## config.mk

```make
export PLATFORM = sky130hd
export DESIGN_NAME = rtype_mc_ctrl
export DESIGN_NICKNAME = d
export VERILOG_FILES = /design/src/rtl/rtype_ctrl_pkg.sv /design/src/rtl/rtype_decoder.sv /design/src/rtl/rtype_mc_ctrl.sv
export SDC_FILE = /design/constraint.sdc
export NUM_CORES = 1
export LEC_CHECK = 0
export CAP_MARGIN = 0
export CORE_MARGIN = 1.5
export CORE_UTILIZATION = 39
export DETAILED_ROUTE_END_ITERATION = 10
export PLACE_DENSITY = 0.89
export SETUP_SLACK_MARGIN = 0.15
export SLEW_MARGIN = 20
export SYNTH_ARGS = -nofsm -noshare
export SYNTH_HDL_FRONTEND = slang
export SYNTH_SLANG_ARGS = --single-unit
```

## constraint.sdc

```tcl
create_clock -name clk -period 1.7 [get_ports clk]
set_clock_uncertainty 0.05 [all_clocks]
set_input_delay 0.255 -clock clk [delete_from_list [all_inputs] [get_ports clk]]
set_output_delay 0.255 -clock clk [all_outputs]
set_load 0.1 [all_outputs]
```

## src/rtl/rtype_ctrl_pkg.sv

```systemverilog
// Shared types and constants for the multi-cycle R-type sequencer:
// FSM state encoding, ALU operation codes and R-type opcode/funct7 values.
package rtype_ctrl_pkg;

  typedef enum logic [2:0] {
    ST_FETCH  = 3'd0,
    ST_DECODE = 3'd1,
    ST_EXEC   = 3'd2,
    ST_WB     = 3'd3,
    ST_TRAP   = 3'd4
  } state_t;

  localparam logic [3:0] ALU_ADD  = 4'd0;
  localparam logic [3:0] ALU_SUB  = 4'd1;
  localparam logic [3:0] ALU_SLL  = 4'd2;
  localparam logic [3:0] ALU_SLT  = 4'd3;
  localparam logic [3:0] ALU_SLTU = 4'd4;
  localparam logic [3:0] ALU_XOR  = 4'd5;
  localparam logic [3:0] ALU_SRL  = 4'd6;
  localparam logic [3:0] ALU_SRA  = 4'd7;
  localparam logic [3:0] ALU_OR   = 4'd8;
  localparam logic [3:0] ALU_AND  = 4'd9;

  localparam logic [6:0] OPC_RTYPE = 7'b0110011;
  localparam logic [6:0] F7_BASE   = 7'b0000000;
  localparam logic [6:0] F7_ALT    = 7'b0100000;

  // Field extraction helpers so decode reads in instruction-format terms.
  function automatic logic [6:0] instr_opcode(input logic [31:0] instr);
    return instr[6:0];
  endfunction

  function automatic logic [2:0] instr_funct3(input logic [31:0] instr);
    return instr[14:12];
  endfunction

  function automatic logic [6:0] instr_funct7(input logic [31:0] instr);
    return instr[31:25];
  endfunction

endpackage

```

## src/rtl/rtype_decoder.sv

```systemverilog
// Combinational R-type decoder: classifies an instruction word as a legal
// RV32I R-type ALU instruction and produces its ALU operation code.
module rtype_decoder
  import rtype_ctrl_pkg::*;
(
  input  logic [31:0] instr,
  output logic        legal,
  output logic [3:0]  alu_op
);

  logic [6:0] opcode;
  logic [2:0] funct3;
  logic [6:0] funct7;

  // Register indices are consumed by the ID stage, not by decode.
  logic unused_fields;
  assign unused_fields = &{1'b0, instr[24:15], instr[11:7]};

  assign opcode = instr_opcode(instr);
  assign funct3 = instr_funct3(instr);
  assign funct7 = instr_funct7(instr);

  // Map funct7/funct3 to ALU op; anything outside the R-type table is illegal.
  always_comb begin
    legal  = 1'b0;
    alu_op = ALU_ADD;
    if (opcode == OPC_RTYPE) begin
      if (funct7 == F7_BASE) begin
        legal = 1'b1;
        case (funct3)
          3'b000:  alu_op = ALU_ADD;
          3'b001:  alu_op = ALU_SLL;
          3'b010:  alu_op = ALU_SLT;
          3'b011:  alu_op = ALU_SLTU;
          3'b100:  alu_op = ALU_XOR;
          3'b101:  alu_op = ALU_SRL;
          3'b110:  alu_op = ALU_OR;
          default: alu_op = ALU_AND;
        endcase
      end else if (funct7 == F7_ALT) begin
        case (funct3)
          3'b000: begin
            legal  = 1'b1;
            alu_op = ALU_SUB;
          end
          3'b101: begin
            legal  = 1'b1;
            alu_op = ALU_SRA;
          end
          default: begin
            legal  = 1'b0;
            alu_op = ALU_ADD;
          end
        endcase
      end
    end
  end

endmodule

```

## src/rtl/rtype_mc_ctrl.sv

```systemverilog
// Multi-cycle sequencer for the R-type core: fetches over a req/ack
// handshake into the instruction register, then steps DECODE, EXEC and WB,
// emitting Moore strobes for ALU result latch, register write and PC update.
// Illegal instructions park the FSM in TRAP until reset.
// Optional performance counters are enabled by RTYPE_MC_CTRL_PERF_EN.
//
// state  | meaning
// FETCH  | request instruction, capture IR on ack
// DECODE | register file reads rs1/rs2, legality check
// EXEC   | ALU operates, result register latched
// WB     | register write (rd != 0) and PC += 4
// TRAP   | illegal instruction seen, wait for reset
module rtype_mc_ctrl
  import rtype_ctrl_pkg::*;
#(
  parameter int XLEN = 32
) (
  input  logic            clk,
  input  logic            rst,
  output logic            imem_req_o,
  input  logic            imem_ack_i,
  input  logic [XLEN-1:0] imem_rdata_i,
  output logic [XLEN-1:0] instr_o,
  output logic [3:0]      alu_op_o,
  output logic            alu_res_we_o,
  output logic            reg_wen_o,
  output logic            pc_we_o,
  output logic            illegal_o,
  output logic            busy_o
`ifdef RTYPE_MC_CTRL_PERF_EN
  ,
  output logic [31:0]     cycle_cnt_o,
  output logic [31:0]     instret_o
`endif
);

  state_t          state;
  state_t          state_nxt;
  logic [XLEN-1:0] ir;
  logic            dec_legal;
  logic [3:0]      dec_alu_op;
  logic            rd_nonzero;

  rtype_decoder u_decoder (
    .instr  (ir),
    .legal  (dec_legal),
    .alu_op (dec_alu_op)
  );

  assign instr_o    = ir;
  assign rd_nonzero = (ir[11:7] != 5'd0);

  // State register; reset drops any in-flight instruction.
  always_ff @(posedge clk) begin
    if (rst) begin
      state <= ST_FETCH;
    end else begin
      state <= state_nxt;
    end
  end

  // Instruction register: loads only on an accepted fetch, reset wins over ack.
  always_ff @(posedge clk) begin
    if (rst) begin
      ir <= '0;
    end else if ((state == ST_FETCH) && imem_ack_i) begin
      ir <= imem_rdata_i;
    end
  end

  // Next-state and Moore outputs.
  always_comb begin
    state_nxt    = state;
    imem_req_o   = 1'b0;
    alu_op_o     = ALU_ADD;
    alu_res_we_o = 1'b0;
    reg_wen_o    = 1'b0;
    pc_we_o      = 1'b0;
    illegal_o    = 1'b0;
    busy_o       = 1'b0;
    case (state)
      ST_FETCH: begin
        // Request is masked while reset is held so the rst cycle shows no fetch.
        imem_req_o = ~rst;
        if (imem_ack_i) begin
          state_nxt = ST_DECODE;
        end
      end
      ST_DECODE: begin
        busy_o    = 1'b1;
        state_nxt = dec_legal ? ST_EXEC : ST_TRAP;
      end
      ST_EXEC: begin
        busy_o       = 1'b1;
        alu_op_o     = dec_alu_op;
        alu_res_we_o = 1'b1;
        state_nxt    = ST_WB;
      end
      ST_WB: begin
        busy_o    = 1'b1;
        reg_wen_o = rd_nonzero;
        pc_we_o   = 1'b1;
        state_nxt = ST_FETCH;
      end
      ST_TRAP: begin
        illegal_o = 1'b1;
        state_nxt = ST_TRAP;
      end
      default: begin
        state_nxt = ST_FETCH;
      end
    endcase
  end

`ifdef RTYPE_MC_CTRL_PERF_EN
  logic [31:0] cycle_cnt;
  logic [31:0] instret;

  assign cycle_cnt_o = cycle_cnt;
  assign instret_o   = instret;

  // Free-running cycle counter and retired-instruction counter, both wrapping.
  always_ff @(posedge clk) begin
    if (rst) begin
      cycle_cnt <= '0;
      instret   <= '0;
    end else begin
      cycle_cnt <= cycle_cnt + 32'd1;
      if (state == ST_WB) begin
        instret <= instret + 32'd1;
      end
    end
  end
`endif

endmodule

```

## After elaboration in Yosys (flattened, before gate mapping)

Index checks and enable logic that the tools add are counted.

- Register bits: 35
- Latch bits: 0
- Memory bits (writable): 0
- ROM bits: 0
- Memories: 0

- Add/subtract/negate cells: 0
- Multipliers: 0
- Div/mod/pow operators: 0
- Order comparisons: 0
- Equality and inequality tests: 13
- Shift-type cells: 0
- Muxes and demuxes: 19
- Bitwise gates (word level): 1
- Reduce and logical (&&, ||, !) cells: 7

Operators by type and width:

| operator | count |
|---|---|
| $pmux W4 S7 | 1 |
| $mux W4 | 4 |
| $eq A7 B6 Y1 const B | 2 |
| $eq A3 B2 Y1 const B | 4 |
| $eq A3 B3 Y1 const B | 4 |
| $pmux W3 S4 | 1 |
| $mux W1 | 10 |
| $logic_not A7 Y1 | 1 |
| $eq A3 B1 Y1 const B | 2 |
| $logic_not A3 Y1 | 2 |
| $mux W3 | 2 |
| $pmux W3 S2 | 1 |
| $reduce_bool A5 Y1 | 1 |
| $reduce_or A3 Y1 | 1 |
| $ne A2 B2 Y1 const B | 1 |
| $reduce_or A2 Y1 | 1 |
| $logic_and A1 B1 Y1 | 1 |
| $not A1 Y1 | 1 |

## Longest topological paths before layout

- Word-level depth: 8
- Depth in mapped cells: 7
- Gate-level depth less buffers: 4

## Hierarchy

A second synthesis with hierarchy kept.

- Cells, all modules: 187
- Area, all modules: 1825.5 um^2

By module, submodules not included:

| module | times used | cells each | area an instance (um^2) |
|---|---|---|---|
| rtype_mc_ctrl | 1 | 166 | 1667.8 |
| rtype_decoder | 1 | 21 | 157.7 |

## Worst setup path before layout

Ideal clock, no wire load.

- Path type: register to output
- Start point: reg state[1]
- End point: out alu_op_o[1]
- Arrival: 3.548 ns
- Required time: 1.395 ns
- Slack: -2.153 ns
- Stages on the path, launching flop included: 5
- Path buffers: 0
- Path through: dfxtp_1 -> nand2b_1 -> nor2_1 -> nand2_1 -> a21oi_1

- Word-level cells in the longest chain between the ends: 2

Ends and longest elaborated chain:

| item | line | source |
|---|---|---|
| from (decl) | rtype_mc_ctrl.sv:37 | `state_t state;` |
| from (signal assigned) | rtype_mc_ctrl.sv:58 | `state <= state_nxt;` |
| $eq A3 B2 Y1 | rtype_mc_ctrl.sv:81 | `case (state)` |
| $mux W4 | rtype_mc_ctrl.sv:81 |  |
| to (decl) | rtype_mc_ctrl.sv:24 | `output logic [3:0] alu_op_o,` |

No other way between the ends.

## Final worst setup path

- Start point: reg ir[29] (netlist: instr_o[29])
- End point: out alu_op_o[2]

- Word-level cells in the longest chain between the ends: 5
- Elaborated cells on any way between the ends: 6
- Those cells by class: 1 x eq/ne; 4 x mux; 1 x reduce/logical

Ends and longest elaborated chain:

| item | line | source |
|---|---|---|
| from (decl) | rtype_mc_ctrl.sv:39 | `logic [XLEN-1:0] ir;` |
| from (signal assigned) | rtype_mc_ctrl.sv:67 | `ir <= imem_rdata_i;` |
| $eq A7 B6 Y1 | rtype_decoder.sv:40 | `end else if (funct7 == F7_ALT) begin` |
| $mux W4 | rtype_decoder.sv:40 |  |
| $mux W4 * | rtype_decoder.sv:28 | `if (funct7 == F7_BASE) begin` |
| $mux W4 * | rtype_decoder.sv:27 | `if (opcode == OPC_RTYPE) begin` |
| $mux W4 * | rtype_mc_ctrl.sv:81 |  |

Every way passes the cells marked *; elsewhere a longest branch is shown, timed or not.

==> reports/qor.yml <==
outcome:
  outcome: "complete, but fails checks"
  violations: "setup timing"
timing:
  drv_slew: 0
  finalHoldViolCount: 0
  slew_headroom: 0.788
  max_freq_ghz: 0.494
  worst_pin_slew_ns: 0.314
  setup_violations: 5
  setup_slack_ns: -0.323
  period_minus_slack_ns: 2.02
  rsz0062_at_grt: "yes"
  setup_tns_ns: -1.37
  fin_crit_sh: 1.19
global_route:
  grtUsageTotal: 0.277
  grt_pass1_vias: 1743
  grt_max_degree: 28
  grt_pass1_wl_mm: 8.51
  antenna_found_initial: 0
  gr-total-overflow: 0
logic_synthesis:
  yosys.area.top_type: "dfxtp_1"
  yosysTopAreaCellShare: 0.482
  synthFlopType: "dfxtp_1"
  synthCells: 187
  synth_cell_type_count: 30
  ys_warn_count: 0
  synth_nets: 222
  synth.avg_cell_area_sq_um: 7.77
  synth_area_leaders: "dfxtp_1 48%, nand2_1 18%, a21oi_1 12%"
  async_reset_ff_frac: 0
  netlist_area_sq_um: 1450
  ys_seq_elements: 35
  ys_seq_area_frac: 0.482
  synth.most_common_cell: "nand2_1"
  synth_edf_count: 0
  synthTopCellsByCount: "68 x nand2_1, 35 x dfxtp_1, 34 x a21oi_1, 6 x buf_2, 6 x nor2_1"
layout:
  utilization: 0.889
  multi_input_area_sq_um: 803
  final-seq-area_sq_um: 752
  syn2layout_area_growth_pct: 110
  nFillCells: 158
  stdcell_count: 325
  diodes: 0
  drive_gt1_frac: 0.405
  finish.instance_area_sq_um: 3060
  fin_nets: 313
critical_path:
  arrival_ns: 1.72
  critPathLaunch: "instr_o[29]$_SDFFE_PP0P_"
  crit_fanout: 4
  r2r-start: "instr_o[29]$_SDFFE_PP0P_"
  crit_type: "reg -> out"
  start_kind: "flip-flop"
  cp-end-kind: "output pin"
  crit_required_ns: 1.39
drt:
  wirelength_mm: 5.53
  num_vias: 1690
  ant_nets: 0
  drc: 0
  routedWlPerCell_um: 17.0
  drtIter0Drc: 93
  dr.pass1.iters: 4
  vias_per_cell: 5.20
power_and_ir_drop:
  switching_power_mw: 1.01
  ir_drop_mv: 0.845
  powerDensity_nw_per_um2: 869
  static-leakage-power_nw: 1.20
  internal-power_mw: 1.65
  power.share.switching: 0.379
  clock_power_share: 0.253
  combPwrFrac: 0.389
  seqPwrFrac: 0.358
clock_tree:
  cts_buffers: 5
  cts_root_buffer: "clkbuf_8"
  cts.htree.levels: 2
  clk_pin_slew_ns: 0.07
  cts_tree: "done"
  clock_path_buffers: 2
  hold_buffers: 0
  worst_skew_pair.late_latency_ns: 0.29
  clock_sinks: 35
floorplanning:
  core_area_sq_um: 3440
  placementRows: 21
  die_w_um: 64.1
  start_util: 0.422
  die_y_um: 64.1
  pin_count: 77
  dieArea_sq_um: 4100
placed_design:
  dpl.cell_count: 311
  port_buffers: 76
  dpl_cell_area_sq_um: 2860
  hpwl_mm: 3.70
  globalplace.congestion: 0.811
job:
  drv_cap: 0
hold_path:
  hp-start: "state[2]$_SDFFE_PP0P_"
  min_path_type: "reg -> reg"
-- cell usage in the layout, fill, tap and decap left out, types with 2 or more instances in the layout --
cell             netlist  final
buf_4                  0     20
nor2_1                 6      3
dfxtp_4                0      9
clkbuf_8               0      5
nor2_4                 0      2
dfxtp_2                0     14
nand3b_1               3      3
buf_12                 0     42
nor4b_4                0      2
nand2_1               68     67
clkdlybuf4s50_1        0     33
a21oi_4                0      2
a21oi_1               34     32
nor2_2                 1      2
dfxtp_1               35     12
-- metal layers --
layer	share of wire	global-route usage	vias up
li1	-	-	805
met1	0.37	0.292	807
met2	0.54	0.499	69
met3	0.066	0.0863	9
met4	0.019	0.125	0
met5	0	0	-
-- final timing paths --
kind	cells after the start	slack, ns	endpoint
worst max register to register	5	0.10	state[2]$_SDFFE_PP0P_
worst min-delay path	1	0.42	state[0]$_SDFFE_PP0P_
worst min register to register	1	0.42	state[0]$_SDFFE_PP0P_
worst max-delay path	5	-0.32	alu_op_o[2]
-- per-stage QoR --
stage	setup slack, ns	power, mW	hold slack (ns)
after global routing	-0.374	2.76	0.438
final	-0.323	2.66	0.423
after global placement	0.0146	1.94	0.420
after detailed placement	-0.0727	1.97	0.427
after floorplan	-0.365	1.55	0.331
after CTS	-0.277	2.64	0.444
-- power groups by stage --
stage	registers [mW]	clock network, mW	logic [mW]
final	0.952	0.672	1.04
after global routing	0.957	0.727	1.07
after CTS	0.950	0.674	1.02
after detailed placement	0.967	0	0.999
after global placement	0.960	0	0.984
after floorplan	1.32	0	0.234
-- state kept, by name (all words and copies together), names as in the netlist --
| name | flops |
|---|---|
| state | 3 |
| instr_o | 32 |
-- cell type report --
type                            instances  area share
Tap cell                               46      0.0188
Inverter                                1     0.00123
Clock buffer                            6      0.0307
Clock inverter                          2     0.00286
Sequential cell                        35       0.246
Multi-Input combinational cell        138       0.262
Timing Repair Buffer                   97       0.438
-- timing repair --
item / 4_1_cts / 5_1_grt
gates resized for setup: 7 / 5
endpoints found under the setup margin: 26 / 9
pin swaps: 6 / 6
buffers inserted: 2 / 4
-- critical path: stages (launching register included) --
cell     delay, ns
dfxtp_2       0.34
nor4b_4       0.30
and4b_2       0.35
nand2_4       0.09
a21oi_4       0.15
buf_12        0.19
-- cells by family after synthesis --
group / after synthesis / share of synthesized area
DFF: 35 / 0.482
buffers and inverters: 14 / 0.0568
muxes: 1 / 0.00774
xor gates and xnor gates: 2 / 0.0121
AOI/OAI and AO/OA: 39 / 0.142
and+or+nand+nor: 96 / 0.299
Note: power is estimated with default switching activity, not from simulation.
